$ cat config.mk
export PLATFORM = sky130hd
export DESIGN_NAME = id_exe_pipe_flat
export DESIGN_NICKNAME = d
export VERILOG_FILES = /design/src/rtl/id_exe_pipe_if.sv /design/src/rtl/id_exe_pipe.sv /design/src/flat_wrapper.sv
export SDC_FILE = /design/constraint.sdc
export NUM_CORES = 1
export LEC_CHECK = 0
export CELL_PAD_IN_SITES_DETAIL_PLACEMENT = 0
export CELL_PAD_IN_SITES_GLOBAL_PLACEMENT = 1
export CORE_AREA = 5 5 171 214
export CTS_CLUSTER_SIZE = 10
export DETAILED_ROUTE_END_ITERATION = 8
export DIE_AREA = 0 0 176 219
export PLACE_DENSITY_LB_ADDON = 0.1
export SLEW_MARGIN = 30
export SYNTH_ARGS = -nofsm -noshare
export SYNTH_HDL_FRONTEND = slang
export SYNTH_SLANG_ARGS = --single-unit
$ cat constraint.sdc
create_clock -name clk_i_IDEXE -period 2 [get_ports clk_i_IDEXE]
set_input_delay 0.4 -clock clk_i_IDEXE [delete_from_list [all_inputs] [get_ports clk_i_IDEXE]]
set_output_delay 0.4 -clock clk_i_IDEXE [all_outputs]
set_load 0.05 [all_outputs]
$ cat src/rtl/id_exe_pipe_if.sv
// ID/EXE handshake bundle: decode-side capture port and EXE-side issue port.
// slave = pipeline register, master = decode/EXE environment.
interface id_exe_pipe_if #(
   parameter int DATA_W  = 32,
   parameter int ALUOP_W = 8,
   parameter int RADDR_W = 5
);
   logic               flush_i_IDEXE;
   logic               valid_i_IDEXE;
   logic               ready_o_IDEXE;
   logic               regWrite_i_IDEXE;
   logic [ALUOP_W-1:0] ALUOp_i_IDEXE;
   logic [RADDR_W-1:0] rd_i_IDEXE;
   logic [DATA_W-1:0]  rs1Data_i_IDEXE;
   logic [DATA_W-1:0]  imm_i_IDEXE;
   logic [DATA_W-1:0]  pc_i_IDEXE;
   logic               valid_o_IDEXE;
   logic               ready_i_IDEXE;
   logic               regWrite_o_IDEXE;
   logic [ALUOP_W-1:0] ALUOp_o_IDEXE;
   logic [RADDR_W-1:0] rd_o_IDEXE;
   logic [DATA_W-1:0]  rs1Data_o_IDEXE;
   logic [DATA_W-1:0]  imm_o_IDEXE;
   logic [DATA_W-1:0]  pc_o_IDEXE;
   logic [31:0]        bubbleCnt_o_IDEXE;

   modport slave (
      input  flush_i_IDEXE, valid_i_IDEXE, regWrite_i_IDEXE,
      input  ALUOp_i_IDEXE, rd_i_IDEXE, rs1Data_i_IDEXE,
      input  imm_i_IDEXE, pc_i_IDEXE, ready_i_IDEXE,
      output ready_o_IDEXE, valid_o_IDEXE, regWrite_o_IDEXE,
      output ALUOp_o_IDEXE, rd_o_IDEXE, rs1Data_o_IDEXE,
      output imm_o_IDEXE, pc_o_IDEXE, bubbleCnt_o_IDEXE
   );

   modport master (
      output flush_i_IDEXE, valid_i_IDEXE, regWrite_i_IDEXE,
      output ALUOp_i_IDEXE, rd_i_IDEXE, rs1Data_i_IDEXE,
      output imm_i_IDEXE, pc_i_IDEXE, ready_i_IDEXE,
      input  ready_o_IDEXE, valid_o_IDEXE, regWrite_o_IDEXE,
      input  ALUOp_o_IDEXE, rd_o_IDEXE, rs1Data_o_IDEXE,
      input  imm_o_IDEXE, pc_o_IDEXE, bubbleCnt_o_IDEXE
   );
endinterface

$ cat src/rtl/id_exe_pipe.sv
// ID/EXE pipeline register: 2-entry skid buffer (main M + skid S),
// flush/reset kill, bubble squash and a bubble-cycle counter.
module id_exe_pipe #(
   parameter int DATA_W  = 32,
   parameter int ALUOP_W = 8,
   parameter int RADDR_W = 5
) (
   input logic          clk_i_IDEXE,
   input logic          rst_i_IDEXE,
   id_exe_pipe_if.slave bus
);
   typedef struct packed {
      logic               rw;
      logic [ALUOP_W-1:0] op;
      logic [RADDR_W-1:0] rd;
      logic [DATA_W-1:0]  rs1;
      logic [DATA_W-1:0]  imm;
      logic [DATA_W-1:0]  pc;
   } pl_t;

   typedef enum logic [1:0] {
      EMPTY = 2'd0,
      ONE   = 2'd1,
      FULL  = 2'd3
   } state_t;

   state_t      state_q;
   pl_t         m_q;
   pl_t         s_q;
   pl_t         in_pl;
   logic [31:0] bubble_q;
   logic        in_fire;
   logic        out_fire;

   assign in_pl = '{
      rw:  bus.regWrite_i_IDEXE,
      op:  bus.ALUOp_i_IDEXE,
      rd:  bus.rd_i_IDEXE,
      rs1: bus.rs1Data_i_IDEXE,
      imm: bus.imm_i_IDEXE,
      pc:  bus.pc_i_IDEXE
   };

   // ready depends only on held state and reset, never on ready_i
   assign bus.ready_o_IDEXE = (state_q != FULL) & ~rst_i_IDEXE;
   assign bus.valid_o_IDEXE = (state_q != EMPTY);

   assign in_fire  = bus.valid_i_IDEXE & bus.ready_o_IDEXE;
   assign out_fire = bus.valid_o_IDEXE & bus.ready_i_IDEXE;

   always_ff @(posedge clk_i_IDEXE) begin
      if (rst_i_IDEXE) begin
         state_q  <= EMPTY;
         m_q      <= '0;
         s_q      <= '0;
         bubble_q <= '0;
      end else begin
         if (!bus.valid_o_IDEXE) bubble_q <= bubble_q + 32'd1;
         if (bus.flush_i_IDEXE) begin
            state_q <= EMPTY;
         end else begin
            unique case (state_q)
               EMPTY: begin
                  if (in_fire) begin
                     m_q     <= in_pl;
                     state_q <= ONE;
                  end
               end
               ONE: begin
                  if (in_fire && out_fire) begin
                     m_q <= in_pl;
                  end else if (in_fire) begin
                     s_q     <= in_pl;
                     state_q <= FULL;
                  end else if (out_fire) begin
                     state_q <= EMPTY;
                  end
               end
               FULL: begin
                  if (out_fire) begin
                     m_q     <= s_q;
                     state_q <= ONE;
                  end
               end
               default: state_q <= EMPTY;
            endcase
         end
      end
   end

   assign bus.regWrite_o_IDEXE  = m_q.rw & bus.valid_o_IDEXE;
   assign bus.ALUOp_o_IDEXE     = bus.valid_o_IDEXE ? m_q.op : '0;
   assign bus.rd_o_IDEXE        = m_q.rd;
   assign bus.rs1Data_o_IDEXE   = m_q.rs1;
   assign bus.imm_o_IDEXE       = m_q.imm;
   assign bus.pc_o_IDEXE        = m_q.pc;
   assign bus.bubbleCnt_o_IDEXE = bubble_q;
endmodule

$ cat src/flat_wrapper.sv
// flat-port wrapper written by rule: the top's interface ports become plain ports
module id_exe_pipe_flat 
#(
   parameter int DATA_W  = 32,
   parameter int ALUOP_W = 8,
   parameter int RADDR_W = 5
)
  (clk_i_IDEXE, rst_i_IDEXE, bus_flush_i_IDEXE, bus_valid_i_IDEXE, bus_regWrite_i_IDEXE, bus_ALUOp_i_IDEXE, bus_rd_i_IDEXE, bus_rs1Data_i_IDEXE, bus_imm_i_IDEXE, bus_pc_i_IDEXE, bus_ready_i_IDEXE, bus_ready_o_IDEXE, bus_valid_o_IDEXE, bus_regWrite_o_IDEXE, bus_ALUOp_o_IDEXE, bus_rd_o_IDEXE, bus_rs1Data_o_IDEXE, bus_imm_o_IDEXE, bus_pc_o_IDEXE, bus_bubbleCnt_o_IDEXE);
  id_exe_pipe_if #(.DATA_W(DATA_W), .ALUOP_W(ALUOP_W), .RADDR_W(RADDR_W)) bus_i ();
  input logic clk_i_IDEXE;
  input logic rst_i_IDEXE;
  input wire logic [$bits(bus_i.flush_i_IDEXE)-1:0] bus_flush_i_IDEXE;
  input wire logic [$bits(bus_i.valid_i_IDEXE)-1:0] bus_valid_i_IDEXE;
  input wire logic [$bits(bus_i.regWrite_i_IDEXE)-1:0] bus_regWrite_i_IDEXE;
  input wire logic [$bits(bus_i.ALUOp_i_IDEXE)-1:0] bus_ALUOp_i_IDEXE;
  input wire logic [$bits(bus_i.rd_i_IDEXE)-1:0] bus_rd_i_IDEXE;
  input wire logic [$bits(bus_i.rs1Data_i_IDEXE)-1:0] bus_rs1Data_i_IDEXE;
  input wire logic [$bits(bus_i.imm_i_IDEXE)-1:0] bus_imm_i_IDEXE;
  input wire logic [$bits(bus_i.pc_i_IDEXE)-1:0] bus_pc_i_IDEXE;
  input wire logic [$bits(bus_i.ready_i_IDEXE)-1:0] bus_ready_i_IDEXE;
  output wire logic [$bits(bus_i.ready_o_IDEXE)-1:0] bus_ready_o_IDEXE;
  output wire logic [$bits(bus_i.valid_o_IDEXE)-1:0] bus_valid_o_IDEXE;
  output wire logic [$bits(bus_i.regWrite_o_IDEXE)-1:0] bus_regWrite_o_IDEXE;
  output wire logic [$bits(bus_i.ALUOp_o_IDEXE)-1:0] bus_ALUOp_o_IDEXE;
  output wire logic [$bits(bus_i.rd_o_IDEXE)-1:0] bus_rd_o_IDEXE;
  output wire logic [$bits(bus_i.rs1Data_o_IDEXE)-1:0] bus_rs1Data_o_IDEXE;
  output wire logic [$bits(bus_i.imm_o_IDEXE)-1:0] bus_imm_o_IDEXE;
  output wire logic [$bits(bus_i.pc_o_IDEXE)-1:0] bus_pc_o_IDEXE;
  output wire logic [$bits(bus_i.bubbleCnt_o_IDEXE)-1:0] bus_bubbleCnt_o_IDEXE;
  assign bus_i.flush_i_IDEXE = bus_flush_i_IDEXE;
  assign bus_i.valid_i_IDEXE = bus_valid_i_IDEXE;
  assign bus_i.regWrite_i_IDEXE = bus_regWrite_i_IDEXE;
  assign bus_i.ALUOp_i_IDEXE = bus_ALUOp_i_IDEXE;
  assign bus_i.rd_i_IDEXE = bus_rd_i_IDEXE;
  assign bus_i.rs1Data_i_IDEXE = bus_rs1Data_i_IDEXE;
  assign bus_i.imm_i_IDEXE = bus_imm_i_IDEXE;
  assign bus_i.pc_i_IDEXE = bus_pc_i_IDEXE;
  assign bus_i.ready_i_IDEXE = bus_ready_i_IDEXE;
  assign bus_ready_o_IDEXE = bus_i.ready_o_IDEXE;
  assign bus_valid_o_IDEXE = bus_i.valid_o_IDEXE;
  assign bus_regWrite_o_IDEXE = bus_i.regWrite_o_IDEXE;
  assign bus_ALUOp_o_IDEXE = bus_i.ALUOp_o_IDEXE;
  assign bus_rd_o_IDEXE = bus_i.rd_o_IDEXE;
  assign bus_rs1Data_o_IDEXE = bus_i.rs1Data_o_IDEXE;
  assign bus_imm_o_IDEXE = bus_i.imm_o_IDEXE;
  assign bus_pc_o_IDEXE = bus_i.pc_o_IDEXE;
  assign bus_bubbleCnt_o_IDEXE = bus_i.bubbleCnt_o_IDEXE;
  id_exe_pipe #(.DATA_W(DATA_W), .ALUOP_W(ALUOP_W), .RADDR_W(RADDR_W)) u_core (.clk_i_IDEXE(clk_i_IDEXE), .rst_i_IDEXE(rst_i_IDEXE), .bus(bus_i));
endmodule
# Word-level counts from Yosys, hierarchy flattened
# Cells that the tools add are included.
[totals]
in_bits = 115
elab_cells = 49
output_inout_bits = 144
register_bits = 254
[op_classes]
n_bitwise = 7
reduce_logical = 8
eq_ne = 8
mux = 11
n_addsub = 1
[op_table]
columns = ["operator", "n"]
rows = [
  ["two-way mux 110 bit", 3],
  ["case mux 110 bit (3 select lines)", 1],
  ["adder 32 x 1 -> 32 bit (second input constant)", 1],
  ["two-way mux 2 bit", 5],
  ["two-way mux 8 bit", 1],
  ["AND reduction 4 bit", 2],
  ["!= test 2 x 1 -> 1 bit (second input constant)", 3],
  ["case mux 2 bit (3 select lines)", 1],
  ["AND reduction 5 bit", 1],
  ["bitwise AND 1 bit", 4],
  ["!= test 2 bit (second input constant)", 2],
  ["!= test 3 x 1 -> 1 bit (second input constant)", 1],
  ["NOT 1 bit", 3],
  ["nonzero test 3 bit", 1],
  ["== test 2 x 1 -> 1 bit (second input constant)", 1],
  ["== test 2 bit (second input constant)", 1],
  ["zero test 2 bit", 1],
  ["nonzero test 2 bit", 1],
  ["OR reduction 2 bit", 1],
  ["logical AND 1 bit", 1],
]

# Logic depth before layout (Yosys ltp)
# Gate-level depths: netlist (run 1).
[depth]
ltp_word = 6
mapped_depth = 10
ltp_nobuf = 7

# Worst setup path before layout (run 1)
# Ideal clock, no wire load.
[synth_path]
path_kind = "reg-to-reg"
startpoint = "register u_core.bubble_q[0] (netlist: u_core.bus.bubbleCnt_o_IDEXE[0])"
endpoint = "register u_core.bubble_q[28] (netlist: u_core.bus.bubbleCnt_o_IDEXE[28])"
arrival_ns = 2.149
stages_incl_launch_ff = 8
period_less_slack_ns = 2.277
setup_time_ns = 0.128
required_time_ns = 1.872
path_buffers = 1
setup_slack_ns = -0.277
cell_sequence = "dfxtp_1 ha_1 nand3_1 or4_4 buf_6 nor4_4 xnor2_1 nor2_1"
[synth_via]
elab_chain_len = 1
[synth_rtl]
columns = ["element", "line_no", "text"]
rows = [
  ["from (decl)", "id_exe_pipe.sv:31", "logic [31:0] bubble_q;"],
  ["from (signal assigned)", "id_exe_pipe.sv:58", "if (!bus.valid_o_IDEXE) bubble_q <= bubble_q + 32'd1;"],
  ["adder 32 x 1 -> 32 bit", "id_exe_pipe.sv:58", ""],
]
# No other way between the ends.
# A chain may end at the register's enable or synchronous reset.

# Final worst setup path (run 1)
[layout_path]
startpoint = "register u_core.state_q[1]"
endpoint = "output port bus_ALUOp_o_IDEXE[1]"
[layout_via]
elab_chain_len = 2
[layout_rtl]
columns = ["element", "line_no", "text"]
rows = [
  ["from (decl)", "id_exe_pipe.sv:27", "state_t state_q;"],
  ["from (signal assigned)", "id_exe_pipe.sv:53", "state_q <= EMPTY;"],
  ["from (signal assigned)", "id_exe_pipe.sv:60", "state_q <= EMPTY;"],
  ["from (signal assigned)", "id_exe_pipe.sv:66", "state_q <= ONE;"],
  ["nonzero test 2 bit", "id_exe_pipe.sv:46", "assign bus.valid_o_IDEXE = (state_q != EMPTY);"],
  ["two-way mux 8 bit", "id_exe_pipe.sv:92", "assign bus.ALUOp_o_IDEXE = bus.valid_o_IDEXE ? m_q.op : '0;"],
  ["to (decl)", "flat_wrapper.sv:24", "output wire logic [$bits(bus_i.ALUOp_o_IDEXE)-1:0] bus_ALUOp_o_IDEXE;"],
]
# No other way between the ends.

==> results of run 1 <==
-- cell families after synthesis --
| group | share of synthesized area (%) |
|---|---|
| xor+xnor | 1.91 |
| compound gates | 16.8 |
| mux | 9.75 |
| fa+ha+maj | 0.544 |
| flops | 44.2 |
| simple gates | 15.6 |
| buf+inv | 11.2 |
-- state kept, by name, summed over array words and instances, names as in the netlist --
register,flops
u_core.s_q,110
u_core.bus.bubbleCnt_o_IDEXE,32
u_core.bus.imm_o_IDEXE,32
u_core.bus.pc_o_IDEXE,32
u_core.bus.rs1Data_o_IDEXE,32
u_core.m_q,9
u_core.bus.rd_o_IDEXE,5
u_core.state_q,2
-- final timing paths --
path	startpoint	end	slack [ps]	depth (start not counted)
setup / recovery	u_core.state_q[1]	bus_ALUOp_o_IDEXE[1]	-40	5
hold / removal	rst_i_IDEXE	u_core.state_q[1]	420	6
setup reg to reg	u_core.state_q[1]	u_core.bus.rs1Data_o_IDEXE[8]	-40	8
hold reg to reg	u_core.s_q[109]	u_core.s_q[109]	450	2
-- per-stage QoR --
stage / setup slack (ps) / total power, uW / hold WS (ps) / TNS, ps
2_1_floorplan: -67.0 / 6840 / 436 / -603
3_3_place_gp: -368 / 7390 / 441 / -60180
3_5_place_dp: -391 / 7400 / 446 / -62830
4_1_cts: -77.7 / 12600 / 377 / -491
5_1_grt: -109 / 13100 / 419 / -13410
6_report: -44.0 / 12600 / 417 / -1200
-- area by class of cell --
type                            instances  area share, %
Sequential cell                       254           31.7
Clock inverter                          1          0.186
Timing Repair Buffer                  370           25.7
Inverter                                8          0.233
Multi-Input combinational cell        815           33.6
Clock buffer                           41           5.29
Tap cell                              429           3.33
-- where the power goes --
part | internal [uW] | total (uW) | switching (uW)
registers | 5250 | 5360 | 109
clock network | 3030 | 5100 | 2070
logic | 868 | 2120 | 1250
-- cells in the final DEF (no fill, tap or decap), types with 2 or more instances in the layout --
master           Yosys  routed
nor2b_4              0       9
o21ai_1              0       2
nand3_1              9       8
a211oi_2            90     100
ha_4                 0       2
buf_6               11      13
mux2i_1            112     112
nor4_4               1       2
o21ai_0              8       5
nand2_1            231     231
or4_4                1       3
clkdlybuf4s50_1      0     113
clkbuf_1            52       6
and4_1               3       3
xor2_1               9       9
nor2_1             140     128
and3_1               3       2
buf_4              111      70
dlygate4sd2_1        0     111
dfxtp_4              0       4
nor2_4               0       2
buf_12               0      33
clkbuf_16            0      43
inv_1                8       5
bufbuf_16            0       2
dfxtp_2              0      12
nand4_1              9       9
dfxtp_1            254     238
a21oi_1            118     118
ha_1                 5       3
buf_8                0       8
xnor2_1             16      16
inv_4                0       3
clkbuf_8             0       4
or3_1                8       7
buf_16               0       8
nor2_2               0      10
nor3_2               0      11
a211oi_1            22      12
-- critical path, stage by stage, from the launching register on --
cell     delay, ps
dfxtp_4        380
inv_4           40
ha_4           190
buf_12         160
nor2b_4        160
buf_12         150
-- repair_timing --
item / 4_1_cts / 5_1_grt
cloned: 7 / 16
setup endpoints to repair: 328 / 251
resized for setup: 175 / 70
setup buffers: 14 / 23
pin swaps: 8 / 63
-- cell usage after synthesis, drive strengths merged (2+ instances only) --
cell,n
and4,3
a211oi,112
or3,8
buf,143
dfxtp,254
a21oi,118
xor2,9
nand3,9
mux2i,112
nand2,231
and3,3
ha,5
or4,2
xnor2,16
nand4,9
inv,8
o21ai,8
nor4,2
nor3,12
clkbuf,52
nor2,140
nor2b,10
-- per-layer routing --
metal,global-route usage [%],wire length [um]
met5,0,34
met4,3.90,627
met3,3.91,1830
met2,28.1,16800
met1,20.1,14800
==> results by group, run 1 <==
Synthesis
  • Seq/Total Area, Yosys: approximately 44%
  • Post-synthesis cell type count: 33
  • Mapped Avg Cell Area: around 9.0 um^2
  • Post-Syn Area: between 10,000 and 15,000 um^2
  • Post-synth EDFFs: 0
  • Flops & latches, synth: about 250
  • Top_reg_cell synth: dfxtp_1
  • Async SR Flop Fraction: 0%
  • Ys Warns: 0
  • Syn nets: ~1,400
  • Mapped Cells: ~1,300
  • Dominant cell type by area after synthesis: dfxtp_1
  • Top-area cell type share of the netlist area: around 44%
  • Largest cells by area after synthesis: dfxtp_1, a211oi_2, mux2i_1

Final layout
  • Layout Area Growth over Synthesis: 40.4%
  • Finished Cell Area: approximately 16,000 um^2
  • Layout Cells excl Fill: approximately 1,900
  • FILL cells: 3,337
  • Layout cells sized above 1: about a quarter
  • # diodes: 0
  • Final net count: between 1,500 and 2,000
  • Multi-input combinational cell area: about 5400 um^2
  • Util after Layout: 47.1%
  • Register Area: around 5000 um^2

Pwr
  • Power Density: 780 nW/um^2
  • Worst IR Drop VDD: just under 0.6 mV
  • Leakage dissipation: a little under 0.006 uW

Clock tree
  • Clock tree buffer depth: 3
  • Clk root buf: clkbuf_16
  • Hold_buf cts: 0
  • Clock sinks: 254
  • Clk_lat worst skew: roughly 550 ps
  • H-tree Lvls: 1
  • Total CTS buffers: 30
  • Clock-pin slew on the worst setup and hold paths: 60 ps
  • CTS tree: built

Status
  • Status: complete, but fails checks
  • Failing checks: negative setup slack

STA
  • Crit path time final: between 2000 and 2500 ps
  • Clock Skew: ~7.0 ps
  • Slew margin rel.: between 50% and 60%
  • Period utilisation layout: 102%
  • Final Max Tran Viols: 0
  • Worst Max-Slew Pin Slew: 680 ps
  • F_max: a little under 0.5 GHz
  • Final hold vios: 0
  • Worst setup margin: -44.0 ps
  • Final setup viols: a little over 50
  • RSZ-0062 raised after global routing: true

Route
  • Vias/cell: 4.81
  • DRT Pass-1 Iters: 4
  • ANT nets after route: 0
  • Initial DRC count: between 300 and 400
  • Wirelength per Cell: roughly 18 um
  • DRC: 0
  • Drt total wl: about 34,000 um
  • DR vias: 9,217

Global route
  • Initial antenna violation count: 3
  • Vias in the first global route: slightly below 9,000
  • Largest net degree at the start of global routing: between 100 and 150
  • Total gr overflow: 0
  • First-pass GRT wire length: between 50,000 and 60,000 um
  • Gr usage total: between 15 and 20%

Worst setup path
  • Worst EP required: 1600 ps
  • WP data arrival: 1640 ps
  • Crit Path Category: flop to output port
  • CP Max Fanout: 6
  • Critical Path Sink Type: output port
  • CP Launch Type: flop

Floorplan
  • Initial core utilization: between 30% and 40%
  • Die width: 176 um
  • Core box area: 34,200 um^2
  • Std-Cell Rows: 76
  • Die footprint: roughly 39,000 um^2
  • Io pins: 259
  • Die height: 219 um

Placement
  • Area after DPL: between 10,000 and 15,000 um^2
  • Gpl congestion: approximately 0.73
  • DP Wirelength: about 21,000 um
  • Port bufs: between 200 and 300
  • Placed cells: 1,819

Hold path
  • Hold WC Path Type: input pin to flop

Run
  • Max-cap viol count: 0
No activity file was read; power rests on OpenSTA's default activity.
==> run 2: changes to the inputs <==
- ABC_CLOCK_PERIOD_IN_PS: not set -> 2000
==> results of run 2 <==
Same layout as run 1: the final DEF is identical, and so are final timing and power.
==> run 3: changes to the inputs <==
- SKIP_LAST_GASP: not set -> 1
==> run 3 against run 2 <==
  * The run still ends with negative setup slack left
  * Die area did not move
  * Worst setup slack worse by 32 ps
  * Clock skew grew 4.2 ps
  * Largest cell class unchanged
  * Clock power about the same
  * Sequential share of layout area grew 0.47 points
  * Core utilization down 0.69 points
  * Largest power group unchanged
  * Final cell count shrank 0.36%
  * Worst hold slack got worse by 14 ps
==> results by group, run 3 (synthesis gave the netlist of run 1 again) <==
STA
  • Period utilisation layout: 104% (was 102%)
  • Crit path time final: 2080 ps (was 2040 ps)
  • Final setup TNS: -5030 ps (was -1200 ps)
  • Hold_ws: 403 ps (was 417 ps)
  • Final setup viols: 176 (was 51)
  • Worst setup margin: -75.9 ps (was -44.0 ps)
  • Final hold vios: 0 (unchanged)
  • F_max: 0.482 GHz (was 0.489 GHz)
  • Final Max Tran Viols: 0 (unchanged)
  • Worst Max-Slew Pin Slew: 663 ps (was 680 ps)
  • Slew margin rel.: 55.8% (was 54.6%)
  • Clock Skew: 11.2 ps (was 6.97 ps)
  • RSZ-0062 raised after global routing: true (unchanged)

Placement
  • Gpl congestion: 0.735 (unchanged)
  • Place WS: -391 ps (unchanged)
  • DP Wirelength: 20,800 um (unchanged)
  • Placed cells: 1,819 (unchanged)
  • Port bufs: 258 (unchanged)

Route
  • DRT Pass-1 Iters: 4 (unchanged)
  • Drt total wl: 33,600 um (was 34,100 um)
  • DR WL met2: 16,600 um (was 16,800 um)
  • M1 wire length: 14,500 um (was 14,800 um)
  • Vias/cell: 4.77 (was 4.81)
  • Wirelength per Cell: 17.6 um (was 17.8 um)
  • Met3 wire len: 1880 um (was 1830 um)
  • DRC: 0 (unchanged)
  • ANT nets after route: 0 (unchanged)
  • DR vias: 9,121 (was 9,217)
  • Initial DRC count: 361 (was 316)
  • DR top layer: met5 (unchanged)

Floorplan
  • Std-Cell Rows: 76 (unchanged)
  • Initial core utilization: 33.6% (unchanged)
  • Die width: 176 um (unchanged)
  • Io pins: 259 (unchanged)
  • Die height: 219 um (unchanged)
  • Core box area: 34,200 um^2 (unchanged)
  • Die footprint: 38,500 um^2 (unchanged)

Clock tree
  • Clk_lat worst skew: 550 ps (about the same)
  • Total CTS buffers: 30 (unchanged)
  • Clock sinks: 254 (unchanged)
  • Clock tree buffer depth: 3 (unchanged)
  • Clock-pin slew on the worst setup and hold paths: 60 ps (about the same)
  • Clk root buf: clkbuf_16 (unchanged)
  • CTS tree: built (unchanged)
  • H-tree Lvls: 1 (unchanged)

Global route
  • First-pass GRT wire length: 50,300 um (about the same)
  • Vias in the first global route: 8,966 (was 8,955)
  • Gr usage total: 16.1% (about the same)
  • Total gr overflow: 0 (unchanged)
  • Largest net degree at the start of global routing: 108 (unchanged)
  • Initial antenna violation count: 3 (unchanged)

Worst setup path
  • WP data arrival: 2480 ps (was 1640 ps)
  • R2R cell count: 9 (was 8)
  • CP Max Fanout: 13 (was 6)
  • Critical Path Sink Type: flop (was output port)
  • Crit Path Category: flop to flop (was flop to output port)
  • CP Launch Type: flop (unchanged)
  • Worst EP required: 2410 ps (was 1600 ps)

Run
  • Max-cap viol count: 0 (unchanged)

Status
  • Status: complete, but fails checks (unchanged)
  • Failing checks: negative setup slack (unchanged)

Final layout
  • Layout Area Growth over Synthesis: 38.4% (was 40.4%)
  • Commonest cells after routing, fill and taps aside: dfxtp_1, nand2_1, nor2_1 (unchanged)
  • Layout Cells excl Fill: 1,911 (was 1,918)
  • FILL cells: 3,345 (was 3,337)
  • Largest Register: u_core.s_q (unchanged)
  • Register Area: 5110 um^2 (unchanged)
  • Max FFs per register: 110 (unchanged)
  • Multi-input combinational cell area: 5370 um^2 (was 5420 um^2)
  • Layout cells sized above 1: 21.9% (was 23.4%)
  • Final net count: 1,591 (was 1,599)
  • Commonest non-fill, non-tap cell in the layout: dfxtp_1 (unchanged)

Hold path
  • Hold WC Path Type: input pin to flop (unchanged)
  • WHS Path Cells: 6 (unchanged)

Pwr
  • Leakage dissipation: 0.00576 uW (was 0.00587 uW)
  • Design Power: 12,500 uW (was 12,600 uW)
  • Worst IR Drop VDD: 0.582 mV (was 0.584 mV)
  • Power Density: 787 nW/um^2 (was 780 nW/um^2)
[run 3: worst max-delay path, stage by stage, from the launching register on]
cell	delay, ps
dfxtp_4	370
ha_4	180
or3b_4	400
o21ai_2	130
and3_4	210
buf_12	120
buf_12	120
buf_4	140
clkbuf_16	180
a211oi_2	70
[run 3: where the power goes]
group          switching [uW]  internal [uW]
clock                    2070           3030
combinational            1230            831
sequential                105           5250
[run 3: metrics by stage]
| step | utilization [%] | instance area [um^2] |
|---|---|---|
| 4_1_cts | 44.8 | 15300 |
| 3_3_place_gp | 41.1 | 14100 |
| 6_report | 46.5 | 15900 |
| 2_1_floorplan | - | 11500 |
| 5_1_grt | 46.4 | 15900 |
| 3_5_place_dp | 41.1 | 14100 |
[run 3: worst paths after layout]
| path | start | end | slack (ps) |
|---|---|---|---|
| max reg2reg | u_core.state_q[1] | u_core.bus.rs1Data_o_IDEXE[5] | -80 |
| min | rst_i_IDEXE | u_core.state_q[1] | 400 |
| min reg2reg | u_core.s_q[109] | u_core.s_q[109] | 450 |
| max | u_core.state_q[1] | u_core.bus.rs1Data_o_IDEXE[5] | -80 |
[run 3: cell type report]
class	instances	share of cell area (%)
antenna	1	0.0157
clock buffer	41	5.37
clock inverter	1	0.189
inverter	8	0.236
multi-input combinational	815	33.7
sequential	254	32.2
tap	429	3.38
timing repair buffer	362	24.9
[run 3: layer usage]
layer,up-vias,GRT usage (%)
li1,4608,-
met3,43,3.91
met4,6,3.90
met2,188,28.1
met1,4276,20.0
met5,-,0
[run 3: what timing repair did]
item,4_1_cts,5_1_grt
pin swaps,5,20
gates cloned,7,10
hold endpoints to repair,0,0
resized for setup,169,54
setup buffers,14,20
endpoints found under the setup margin,328,252
hold buffers,0,0
